===== config.mk =====
export PLATFORM = sky130hd
export DESIGN_NAME = bypass_scoreboard
export DESIGN_NICKNAME = d
export VERILOG_FILES = /design/src/rtl/bypass_scoreboard.sv
export SDC_FILE = /design/constraint.sdc
export NUM_CORES = 1
export LEC_CHECK = 0
export BUFFER_PORTS_ARGS = -buffer_cell sky130_fd_sc_hd__buf_2
export CORE_MARGIN = 1
export CORE_UTILIZATION = 45
export CTS_CLUSTER_DIAMETER = 150
export DETAILED_ROUTE_END_ITERATION = 8
export PLACE_DENSITY_LB_ADDON = 0.2
export SLEW_MARGIN = 15
export SYNTH_ARGS = -nofsm -noshare
export SYNTH_HDL_FRONTEND = slang
export SYNTH_SLANG_ARGS = --single-unit

===== constraint.sdc =====
create_clock -name clk -period 3.4 [get_ports clk]
set_input_delay 0.34 -clock clk [delete_from_list [all_inputs] [get_ports clk]]
set_output_delay 0.34 -clock clk [all_outputs]
set_load 0.05 [all_outputs]

===== src/rtl/bypass_scoreboard.sv =====
// Operand bypass network and long-latency scoreboard for the ID stage.
// Forwards EX/MEM/long-op results combinationally and raises stall on hazards.
module bypass_scoreboard #(
  parameter int N_RS   = 3,
  parameter int N_STG  = 2,
  parameter int ADDR_W = 6,
  parameter int XLEN   = 32
) (
  input  logic                     clk,
  input  logic                     reset,
  input  logic [N_RS-1:0]          rs_rena,
  input  logic [N_RS*ADDR_W-1:0]   rs_addr,
  input  logic [N_RS*XLEN-1:0]     rs_data_ID,
  input  logic [N_STG-1:0]         rd_wena,
  input  logic [N_STG*ADDR_W-1:0]  rd_addr,
  input  logic [N_STG*XLEN-1:0]    rd_data,
  input  logic [N_STG-1:0]         rd_rdy,
  input  logic                     issue_valid,
  input  logic [ADDR_W-1:0]        issue_addr,
  input  logic                     wb_valid,
  input  logic [ADDR_W-1:0]        wb_addr,
  input  logic [XLEN-1:0]          wb_data,
  output logic [N_RS*XLEN-1:0]     rs_data,
  output logic                     stall,
  output logic [31:0]              stall_cnt
);

  localparam int NREG = 1 << ADDR_W;

  logic [NREG-1:0] pend_q;
  logic [NREG-1:0] pend_d;
  logic [NREG-1:0] pend_eff;
  logic [31:0]     stall_cnt_q;
  logic [31:0]     stall_cnt_d;

  logic [N_RS-1:0] ld_use;
  logic [N_RS-1:0] raw_hit;
  logic            wb_iss;
  logic            waw;
  logic            do_set;

  // While reset is held the scoreboard is treated as empty.
  always_comb begin
    pend_eff = reset ? '0 : pend_q;
  end

  for (genvar i = 0; i < N_RS; i++) begin : g_port
    logic [ADDR_W-1:0] a;
    logic              act;
    logic [N_STG-1:0]  hit;
    logic              any;
    logic              sel_rdy;
    logic              wbf;
    logic [XLEN-1:0]   fwd;

    assign a   = rs_addr[i*ADDR_W +: ADDR_W];
    assign act = rs_rena[i] & (a != '0);
    assign wbf = act & wb_valid & (wb_addr == a);

    always_comb begin
      hit = '0;
      for (int j = 0; j < N_STG; j++) begin
        hit[j] = act & rd_wena[j] &
                 (rd_addr[j*ADDR_W +: ADDR_W] == a);
      end
    end

    // Descending scan so the youngest matching stage wins.
    always_comb begin
      any     = 1'b0;
      sel_rdy = 1'b1;
      fwd     = rs_data_ID[i*XLEN +: XLEN];
      if (wbf) begin
        fwd = wb_data;
      end
      for (int j = N_STG - 1; j >= 0; j--) begin
        if (hit[j]) begin
          any     = 1'b1;
          sel_rdy = rd_rdy[j];
          fwd     = rd_data[j*XLEN +: XLEN];
        end
      end
    end

    assign rs_data[i*XLEN +: XLEN] = fwd;
    assign ld_use[i]  = any & ~sel_rdy;
    assign raw_hit[i] = act & pend_eff[a] & ~wbf;
  end

  assign wb_iss = wb_valid & (wb_addr == issue_addr);
  assign waw    = issue_valid & pend_eff[issue_addr] & ~wb_iss;
  assign stall  = (|ld_use) | (|raw_hit) | waw;
  assign do_set = issue_valid & ~stall & (issue_addr != '0);

  // Clear before set so a same-cycle issue keeps the bit.
  always_comb begin
    pend_d = pend_q;
    if (wb_valid) begin
      pend_d[wb_addr] = 1'b0;
    end
    if (do_set) begin
      pend_d[issue_addr] = 1'b1;
    end
    pend_d[0] = 1'b0;
  end

  always_comb begin
    stall_cnt_d = stall_cnt_q;
    if (stall && (stall_cnt_q != 32'hFFFF_FFFF)) begin
      stall_cnt_d = stall_cnt_q + 32'd1;
    end
  end

  always_ff @(posedge clk) begin
    if (reset) begin
      pend_q      <= '0;
      stall_cnt_q <= '0;
    end else begin
      pend_q      <= pend_d;
      stall_cnt_q <= stall_cnt_d;
    end
  end

  assign stall_cnt = stall_cnt_q;

endmodule


==> run_results.csv <==
group,metric,value,unit
run_status,status,"finished, final reports clean",
clock_tree,cts_hold_buf,0,
yosys,synth_most_common_cell,"nand2_1",
yosys,synth_compound_area_frac,0.261,
drt,drtPass1Iterations,7,
sta,fmax,304,MHz
worst_setup_path,crit_required,3.06,ns
die,rows,56,
worst_hold_path,hp-class,"input pin to flip-flop",
global_route,grt_max_degree,65,
placement,place_inst,2099,
worst_setup_path,cp.arrival,2.95,ns
global_route,grt_pass1_vias,12000,
final_layout,layout.cells.non_filler,2143,
worst_setup_path,worst_setup_path_end_kind,"primary output",
sta,tightest_slew,1.02,ns
clock_tree,clk_path_buf_depth,2,
sta,hold_viol_final,0,
worst_hold_path,min_path_cells,3,
yosys,async_reset_ff_frac,0,
yosys,synth-edff-count,0,
yosys,synth_top_area_share,0.175,
global_route,antenna_found_initial,26,
global_route,grt_usage,0.408,
pwr,cellLeakagePower,0.00542,uW
yosys,synthTopCellsByArea,"dfxtp_1 (18%), mux2i_1 (14%), o21ai_0 (10%), nand2_1 (8.3%), mux4_2 (6.6%)",
final_layout,finish.net_count,2042,
clock_tree,clk_latency,0.37,ns
clock_tree,cts.sinks,95,
die,initial_core_util,0.461,
final_layout,regArea,0.00190,sq mm
yosys,synth_top_family_by_area,"compound AO/OA/AOI/OAI gates",
yosys,synth_mux_area_frac,0.220,
clock_tree,clkTransAtPathRegs,0.08,ns
yosys,synth_top_flop_cell,"dfxtp_1",
drt,wire_per_inst,24.3,um
yosys,synthTopCellsByCount,"nand2_1 (241), o21ai_0 (220), mux2i_1 (155)",
drt,drt_iter0_drc,1680,
worst_setup_path,cp-start-kind,"flip-flop",
sta,setup-violations-final,0,
drt,routed_wl,52000,um
yosys,synthAdderAreaFrac,0.00115,
worst_setup_path,r2r-end,"pend_q[30]",
yosys,synth_cell_types,73,
yosys,syn_area_per_cell,7.48,sq um
global_route,gr-total-overflow,0,
placement,place.gp.congestion,1.06,
sta,fin_crit_sh,0.967,
final_layout,area_delta_synth_final,27.7,%
worst_setup_path,reg2regPathDepth,10,
clock_tree,tritoncts,"done",
final_layout,n_fill_cell,2242,
clock_tree,root_buffer,"clkbuf_16",
worst_setup_path,reg2reg_slack,0.31,ns
die,io_pins,374,
drt,route.antenna.remaining_nets,0,
worst_setup_path,crit_type,"flip-flop to primary output",
placement,placement.io_buffers,373,
sta,skew,0.0140,ns
placement,hpwl,41100,um
drt,num_vias,13400,
clock_tree,ctsHtreeMaxLevel,3,
sta,slew_violations,0,
pwr,p_per_area,262,mW/mm^2
flow_run,drv_cap,0,
clock_tree,cts_buffers,9,
drt,via_per_inst,6.24,
yosys,synth_xor_area_frac,0.0501,
final_layout,multiInputGateArea,0.00822,sq mm
yosys,synth_seq_cells,95,
yosys,synth_fp_nets,1696,
die,chipHeight,157,um
sta,slew-limit-headroom,0.313,
yosys,syn-cell-area,0.0108,sq mm
global_route,grt_pass1_wl,75200,um
worst_setup_path,rr_startpoint,"pend_q[15]",
die,dieArea,0.0247,sq mm
sta,tns,0,ns
yosys,synthSimpleGateAreaFrac,0.221,
yosys,synth_area_leader_cell,"dfxtp_1",
sta,rsz0062_at_grt,"false",
pwr,peakVddDrop,0.213,mV
worst_setup_path,critPathLaunch,"pend_q[15]",
final_layout,drive_gt1_frac,0.328,
drt,drc,0,
yosys,syn_inst,1450,
yosys,yosysWarnings,0,
sta,period_minus_slack,3.29,ns
die,die_w,157,um
yosys,ys_seq_area_frac,0.175,
die,fp.coreArea,0.0235,sq mm
pwr,totalPowerFinal,3620,uW
sta,whs,0.412,ns
worst_setup_path,endpoint,"stall",
worst_setup_path,worstPathMaxFanout,5,
-- registers in the layout (all words and copies together), names as in the netlist --
register and count:
stall_cnt 32, pend_q 63
-- worst max-delay path: stages, from the launching register on --
cell       delay (ns)
dfxtp_1          0.41
mux4_2           0.51
a31o_1           0.23
a2111oi_1        0.48
a2111o_1         0.26
o2111ai_2        0.15
nor2_4           0.19
inv_1            0.11
buf_2            0.23
-- where the power goes --
group | total [uW] | internal, uW | switching [uW]
logic | 1330 | 453 | 875
registers | 1130 | 1120 | 12.1
clock network | 1160 | 663 | 502
total | 3620 | 2240 | 1390
-- cells by family after synthesis --
family,after synthesis
adders and majority gates,1
DFF,95
muxes,197
AOI/OAI and AO/OA,434
xor gates and xnor gates,62
and+or+nand+nor,499
buffers and inverters,162
-- layout by cell type (no fill, tap or decap), types with 20 or more instances in the layout --
cell        n
nor3_1     27
nor2_1     41
nand4_1    24
mux2i_1   155
buf_4      91
nor2b_1    20
mux4_2     32
o31ai_1    44
nand2_1   241
o21ai_0   124
a21oi_1    30
o31ai_2    27
diode_2    23
xnor2_1    53
o211ai_1   49
nand3_1    46
buf_2     373
o21ai_1    96
dfxtp_1    95
-- per-stage QoR --
| stage | utilization | setup WS (ns) | area, sq um |
|---|---|---|---|
| finish | 0.588 | 0.114 | 13800 |
| floorplan | - | 0.235 | 10800 |
| CTS | 0.584 | 0.000272 | 13700 |
| global placement | 0.570 | 0.0214 | 13400 |
| global route | 0.587 | 0.00251 | 13800 |
| detailed placement | 0.570 | 0.00332 | 13400 |
-- layout make-up --
type                            count  share of cell area
Sequential cell                    95               0.137
Antenna cell                       23             0.00416
Clock inverter                      7             0.00822
Clock buffer                        9              0.0163
Multi-Input combinational cell   1193               0.593
Timing Repair Buffer              480               0.207
Tap cell                          319              0.0288
Inverter                           17             0.00461
-- per-layer routing --
metal | vias up | wire [um] | track usage
met5 | - | 111 | 0.0331
met4 | 18 | 2280 | 0.179
met3 | 173 | 7860 | 0.177
met2 | 860 | 21100 | 0.570
met1 | 6231 | 20600 | 0.534
li1 | 6096 | - | -
-- worst min-delay path by stage --
stage / startpoint / end / slack, ns
CTS: issue_valid / pend_q[20] / 0.41
finish: issue_valid / pend_q[20] / 0.41
global route: issue_valid / pend_q[20] / 0.43
floorplan: pend_q[44] / pend_q[44] / 0.49
global placement: stall_cnt[13] / stall_cnt[13] / 0.48
detailed placement: stall_cnt[13] / stall_cnt[13] / 0.48
-- what timing repair did --
item	CTS	global route
resized for setup	0	3
hold endpoints to repair	0	0
buffers inserted	0	5
setup endpoints to repair	0	11
Note: power is estimated with default switching activity, not from simulation.
